[config.mk]
export PLATFORM = sky130hd
export DESIGN_NAME = pipe_stage_elastic
export DESIGN_NICKNAME = d
export VERILOG_FILES = /design/src/rtl/pipe_stage_elastic.sv
export SDC_FILE = /design/constraint.sdc
export NUM_CORES = 1
export LEC_CHECK = 0
export CORE_AREA = 2 2 114 116
export DETAILED_ROUTE_END_ITERATION = 8
export DIE_AREA = 0 0 116 118
export PLACE_DENSITY = 0.79
export SLEW_MARGIN = 15
export SYNTH_ARGS = -nofsm -noshare
export SYNTH_HDL_FRONTEND = slang
export SYNTH_SLANG_ARGS = --single-unit
[constraint.sdc]
create_clock -name clk -period 5.57 [get_ports clk]
set_input_delay 1.3925 -clock clk [delete_from_list [all_inputs] [get_ports clk]]
set_output_delay 1.3925 -clock clk [all_outputs]
set_load 0.01 [all_outputs]
[src/rtl/pipe_stage_elastic.sv]
// rtl/pipe_stage_elastic.sv - elastic valid/ready pipeline stage register with optional skid entry
// One FSM serves both builds; with SKID=0 the SKID state is never entered and in_ready looks at out_ready.
module pipe_stage_elastic #(
    parameter int DATA_W = 64,
    parameter int CTRL_W = 3,
    parameter int RD_W   = 4,
    parameter int SKID   = 1
) (
    input  logic              clk,
    input  logic              reset,
    input  logic              i_flush,
    input  logic              i_in_valid,
    output logic              o_in_ready,
    input  logic [CTRL_W-1:0] i_in_ctrl,
    input  logic [RD_W-1:0]   i_in_rd,
    input  logic [DATA_W-1:0] i_in_data,
    output logic              o_out_valid,
    input  logic              i_out_ready,
    output logic [CTRL_W-1:0] o_out_ctrl,
    output logic [RD_W-1:0]   o_out_rd,
    output logic [DATA_W-1:0] o_out_data,
    output logic [1:0]        o_occupancy
);

    typedef enum logic [1:0] {
        S_EMPTY = 2'd0,
        S_FULL  = 2'd1,
        S_SKID  = 2'd2
    } state_t;

    state_t              r_state;
    state_t              w_state_nxt;
    logic [CTRL_W-1:0]   r_main_ctrl;
    logic [RD_W-1:0]     r_main_rd;
    logic [DATA_W-1:0]   r_main_data;
    logic [CTRL_W-1:0]   r_skid_ctrl;
    logic [RD_W-1:0]     r_skid_rd;
    logic [DATA_W-1:0]   r_skid_data;
    logic                w_accept;
    logic                w_drain;
    logic                w_load_main;
    logic                w_main_from_skid;
    logic                w_load_skid;

    assign o_out_valid = (r_state != S_EMPTY);
    assign w_accept    = i_in_valid & o_in_ready;
    assign w_drain     = o_out_valid & i_out_ready;

    // SKID=1 keeps in_ready purely registered so out_ready never reaches upstream combinationally.
    always_comb begin
        if (SKID != 0) o_in_ready = (r_state != S_SKID);
        else           o_in_ready = (r_state == S_EMPTY) | i_out_ready;
    end

    always_comb begin
        w_state_nxt      = r_state;
        w_load_main      = 1'b0;
        w_main_from_skid = 1'b0;
        w_load_skid      = 1'b0;
        case (r_state)
            S_EMPTY: begin
                if (w_accept) begin
                    w_load_main = 1'b1;
                    w_state_nxt = S_FULL;
                end
            end
            S_FULL: begin
                if (w_accept && w_drain) begin
                    w_load_main = 1'b1;
                end else if (w_drain) begin
                    w_state_nxt = S_EMPTY;
                end else if (w_accept && (SKID != 0)) begin
                    w_load_skid = 1'b1;
                    w_state_nxt = S_SKID;
                end
            end
            S_SKID: begin
                if (w_drain) begin
                    w_main_from_skid = 1'b1;
                    w_state_nxt      = S_FULL;
                end
            end
            default: w_state_nxt = S_EMPTY;
        endcase
        // Flush wins over everything; payload registers are left untouched.
        if (i_flush) begin
            w_state_nxt      = S_EMPTY;
            w_load_main      = 1'b0;
            w_main_from_skid = 1'b0;
            w_load_skid      = 1'b0;
        end
    end

    always_ff @(posedge clk or posedge reset) begin
        if (reset) r_state <= S_EMPTY;
        else       r_state <= w_state_nxt;
    end

    always_ff @(posedge clk or posedge reset) begin
        if (reset) begin
            r_main_ctrl <= '0;
            r_main_rd   <= '0;
            r_main_data <= '0;
        end else if (w_load_main) begin
            r_main_ctrl <= i_in_ctrl;
            r_main_rd   <= i_in_rd;
            r_main_data <= i_in_data;
        end else if (w_main_from_skid) begin
            r_main_ctrl <= r_skid_ctrl;
            r_main_rd   <= r_skid_rd;
            r_main_data <= r_skid_data;
        end
    end

    always_ff @(posedge clk or posedge reset) begin
        if (reset) begin
            r_skid_ctrl <= '0;
            r_skid_rd   <= '0;
            r_skid_data <= '0;
        end else if (w_load_skid) begin
            r_skid_ctrl <= i_in_ctrl;
            r_skid_rd   <= i_in_rd;
            r_skid_data <= i_in_data;
        end
    end

    assign o_out_ctrl  = o_out_valid ? r_main_ctrl : '0;
    assign o_out_rd    = r_main_rd;
    assign o_out_data  = r_main_data;

    always_comb begin
        case (r_state)
            S_FULL:  o_occupancy = 2'd1;
            S_SKID:  o_occupancy = 2'd2;
            default: o_occupancy = 2'd0;
        endcase
    end

endmodule

==> Yosys cells after proc, flatten, opt, wreduce, memory -nomap -nowiden <==
Cells that the tools add are included.
{ "word_totals": {"elab_cells": 47, "ff_bits": 144, "in_bits": 76, "output_inout_bits": 75} }
{ "op_classes": {"n_eq_ne": 7, "n_reduce_logical": 5, "mux": 26, "n_bitwise": 2} }
{ "ops": {"columns": ["operator", "n"], "rows": [
  ["64-bit two-way mux", 2],
  ["2-bit two-way mux", 6],
  ["1-bit two-way mux", 10],
  ["3-bit two-way mux", 3],
  ["3-bit inequality test, second input constant", 3],
  ["4-bit two-way mux", 2],
  ["2-bit case mux with 3 select lines", 1],
  ["4-bit inequality test, second input constant", 1],
  ["2-bit case mux with 2 select lines", 1],
  ["4-bit AND reduction", 1],
  ["2-bit nonzero test", 2],
  ["1-bit bitwise AND", 2],
  ["2-bit by 1-bit equality test with 1-bit output, second input constant", 1],
  ["2-bit equality test, second input constant", 1],
  ["2-bit logical NOT", 1],
  ["2-bit inequality test, second input constant", 1],
  ["1-bit case mux with 2 select lines", 1],
  ["1-bit logical AND", 1]
]} }

==> Logic depth before layout (Yosys ltp) <==
{ "depth": {"depth_word": 7, "depth_mapped": 6, "depth_no_buf": 3} }

==> Least setup slack after synthesis <==
No wires, ideal clock.
{ "synth_path": {"path_kind": "input to register", "startpoint": "input port i_out_ready", "endpoint": "register r_main_data[2] (netlist: o_out_data[2])", "setup_slack_ns": 3.082, "required_ns": 5.444, "setup_time_ns": 0.126, "cell_stages": 5, "arrival_time_ns": 2.362, "path_buffers": 2, "cell_sequence": "nand2b_2 and2_1 buf_2 buf_2 a221o_1"} }
{ "synth_via": {"elab_chain_cells": 6, "word_cells_on_any_way": 10, "classes_between": "mux (7); bitwise (1); reduce/logical (2)"} }
{ "synth_lines": {"columns": ["element", "line", "rtl"], "rows": [
  ["from (decl)", "18", "input logic i_out_ready,"],
  ["1-bit bitwise AND *", "47", "assign w_drain = o_out_valid & i_out_ready;"],
  ["1-bit logical AND", "68", "if (w_accept && w_drain) begin"],
  ["1-bit two-way mux", "68", null],
  ["1-bit case mux with 2 select lines", "60", "case (r_state)"],
  ["1-bit two-way mux", "86", "if (i_flush) begin"],
  ["64-bit two-way mux / 2-bit nonzero test (equally long branches)", null, null],
  ["to (signal assigned)", "107", "r_main_data <= i_in_data;"],
  ["to (signal assigned)", "111", "r_main_data <= r_skid_data;"],
  ["to (decl)", "35", "logic [DATA_W-1:0] r_main_data;"]
]} }
Mark *: on every way between the ends. The rest lies on a longest branch, timed or not.
A chain may end at the register's enable or synchronous reset.

==> Worst setup path in the final report <==
{ "layout_path": {"startpoint": "input port i_in_valid", "endpoint": "register r_main_data[13] (netlist: o_out_data[13])"} }
{ "layout_via": {"elab_chain_cells": 6, "word_cells_on_any_way": 8, "classes_between": "mux (5); bitwise (1); reduce/logical (2)"} }
{ "layout_lines": {"columns": ["element", "line", "rtl"], "rows": [
  ["from (decl)", "12", "input logic i_in_valid,"],
  ["1-bit bitwise AND *", "46", "assign w_accept = i_in_valid & o_in_ready;"],
  ["1-bit logical AND", "68", null],
  ["1-bit two-way mux", "68", null],
  ["1-bit case mux with 2 select lines *", "60", null],
  ["1-bit two-way mux *", "86", null],
  ["64-bit two-way mux / 2-bit nonzero test (equally long branches)", null, null]
]} }
Marked as above.

==> flow_summary.yaml <==
outcome:
  status: "finished, final reports clean"
clocking:
  cts_sinks: 144
  cts_made_buffers: 17
  cts-htree-levels: 4
  clk_pin_slew_ns: 0.05
  tritoncts: "yes"
  postCtsResizedCells: 0
  cts-root-buf: "clkbuf_16"
  cts_hold_buffers: 0
  clock_latency_ns: 0.42
  cts_max_path_buffers: 2
  post_cts_buffers: 0
global_routing:
  grt_pass1_wl_um: 22300
  grtUsageMet1: 0.285
  gr-usage-met3: 0.0505
  grt_max_degree: 94
  grt_pass1_vias: 4255
  use_met2: 0.324
  antenna_found_initial: 0
  busiest_layer: "met2"
  grt-ovfl-total: 0
  grtUsageTotal: 0.211
synthesis:
  synth_area_leader_cell: "dfrtp_1"
  synth_area_per_cell_um2: 14.4
  synth_area_leaders: "dfrtp_1 (61%), mux2_1 (13%), a221o_1 (12%)"
  synth_compound_gate_area_share: 0.125
  synth.distinct_cells: 25
  synthesis.nets: 489
  synth_top_area_frac: 0.607
  synthXorXnorAreaFrac: 0
  syn_area_um2: 5940
  synthCells: 413
  seq_area_frac_synth: 0.607
  synthMuxAreaShare: 0.138
  synthAdderAreaFrac: 0
  synthSimpleGateAreaFrac: 0.0936
  postSynth.asyncResetShare: 1.00
  synth_ff_type: "dfrtp_1"
  synth-seq-cells: 144
  synth.most_common_cell: "dfrtp_1"
  synth_top_family_by_area: "multiplexers"
  synthTopCellsByCount: "dfrtp_1 (144), mux2_1 (71), and2_1 (70)"
  ys_warn_count: 0
  synth-edff-count: 0
layout:
  drive_above_1_share: 0.0704
  antenna_cells: 0
  fillCellCount: 956
  nets: 632
  multi_input_area_um2: 2120
  fin_area_um2: 8060
  area_delta_synth_final_pct: 35.7
  seqCellArea_um2: 3600
detailed_routing:
  wire_per_inst_um: 18.9
  dr.pass1.iters: 4
  via_per_inst: 5.52
  ant_nets: 0
  drtIter0Drc: 251
  totalWireLength_um: 14000
  vias: 4087
  route.detailed.drc: 0
place:
  dpl_cell_area_um2: 7500
  dp_hpwl_um: 8950
  globalplace.congestion: 0.796
  portBuffers: 150
timing:
  worstMarginPinSlew_ns: 1.04
  clock.fmax_mhz: 289
  setup-violations-final: 0
  slew_viol_final: 0
  rsz0062_at_grt: "false"
  period_needed_ns: 3.45
  period_share: 0.620
  hold_viol: 0
  setup_tns_ns: 0
  fin_skew_ns: 0.00958
  max_slew_margin: 0.308
worst_setup_path:
  cp-start-kind: "input port"
  worstPathArrival_ns: 3.80
  crit_fanout: 40
  cp-end-kind: "flip-flop"
  worstPathRequired_ns: 5.91
  path_class: "input port to flip-flop"
floorplanning:
  die-area_um2: 13700
  dieHeight_um: 118
  rows: 41
  io_pins: 151
  core_um2: 12400
  die_w_um: 116
  initial_core_util: 0.478
pwr:
  pwr_density_cell_nw_per_um2: 376
  max-vdd-ir-drop_mv: 0.188
  cellLeakagePower_uw: 0.00351
min_path:
  min-delay-path-class: "flip-flop to flip-flop"
flow_run:
  drv_cap: 0
==> critical path, cell delays in order <==
cell and delay [ns]:
clkdlybuf4s50_1 0.52, nor3b_4 0.39, and2_2 0.67, buf_4 0.54, a221o_1 0.24
==> logic make-up (layout without fill, tap and decap cells) <==
logic type | after synthesis | in the layout
AOI/OAI and AO/OA | 76 | 76
buffers and inverters | 34 | 189
DFF | 144 | 144
muxes | 73 | 73
and+or+nand+nor | 86 | 86
==> metal layers <==
layer | vias up | share of wire
met5 | - | 0
met4 | 0 | 0.013
met3 | 14 | 0.053
met2 | 139 | 0.49
met1 | 2116 | 0.44
li1 | 1818 | -
==> report_power, final <==
group | internal, uW | total [uW] | switching, uW
clock | 667 | 1070 | 402
sequential | 1280 | 1410 | 126
combinational | 346 | 553 | 207
==> registers in the layout, summed over array words and instances (netlist names) <==
| signal | cells |
|---|---|
| r_main_ctrl | 3 |
| r_skid_ctrl | 3 |
| o_out_rd | 4 |
| r_state | 2 |
| r_skid_data | 64 |
| o_out_data | 64 |
| r_skid_rd | 4 |
==> metrics by stage <==
step / total power, uW / hold WS [ns] / utilization / cells / worst slack, ns
floorplan: 1660 / 0.456 / - / 413 / 0.311
global placement: 1940 / 0.465 / 0.604 / 709 / 1.82
detailed placement: 1980 / 0.473 / 0.604 / 709 / 1.73
CTS: 3050 / 0.485 / 0.649 / 740 / 2.17
global route: 3170 / 0.489 / 0.649 / 740 / 2.00
finish: 3030 / 0.479 / 0.649 / 740 / 2.12
==> cell type report <==
type	instances	share of cell area
well taps	172	0.0267
multi-input cells	235	0.264
clock buffers	25	0.0627
flip-flops and latches	144	0.447
clock inverters	6	0.00683
repair buffers	155	0.191
inverters	3	0.00202
==> cell usage in the layout, fill, tap and decap left out <==
cell type / netlist / layout
a21oi_1: 2 / 2
a21oi_4: 1 / 1
a221o_1: 69 / 69
and2_1: 70 / 69
and2_2: 0 / 1
and2b_1: 1 / 1
and4bb_2: 0 / 1
buf_4: 2 / 5
bufinv_16: 0 / 1
clkbuf_1: 6 / 3
clkbuf_16: 0 / 17
clkbuf_8: 0 / 5
clkdlybuf4s50_1: 0 / 150
clkinv_2: 0 / 5
dfrtp_1: 144 / 144
inv_1: 3 / 2
inv_6: 0 / 1
mux2_1: 71 / 71
mux2i_1: 2 / 2
nand2b_2: 1 / 1
nand2b_4: 0 / 1
nand3_1: 2 / 2
nor2_1: 1 / 1
nor2b_1: 6 / 6
nor3_1: 1 / 1
nor3b_1: 1 / 1
nor3b_4: 1 / 1
o21ai_0: 1 / 1
o21ai_1: 2 / 2
o21bai_1: 1 / 1
==> path summary, 6_finish.rpt <==
check                           slack, ns             from  depth (start not counted)               to
worst max register to register       3.16       r_state[1]                          4   o_out_data[13]
worst max-delay path                 2.12       i_in_valid                          5   o_out_data[13]
worst min-delay path                 0.48  r_skid_data[51]                          1  r_skid_data[51]
min in group asynchronous            1.53            reset                          2   o_out_data[38]
worst min register to register       0.48  r_skid_data[51]                          1  r_skid_data[51]
max in group asynchronous            3.11            reset                          3    o_out_data[1]
Power figures use the tool's default switching activity.
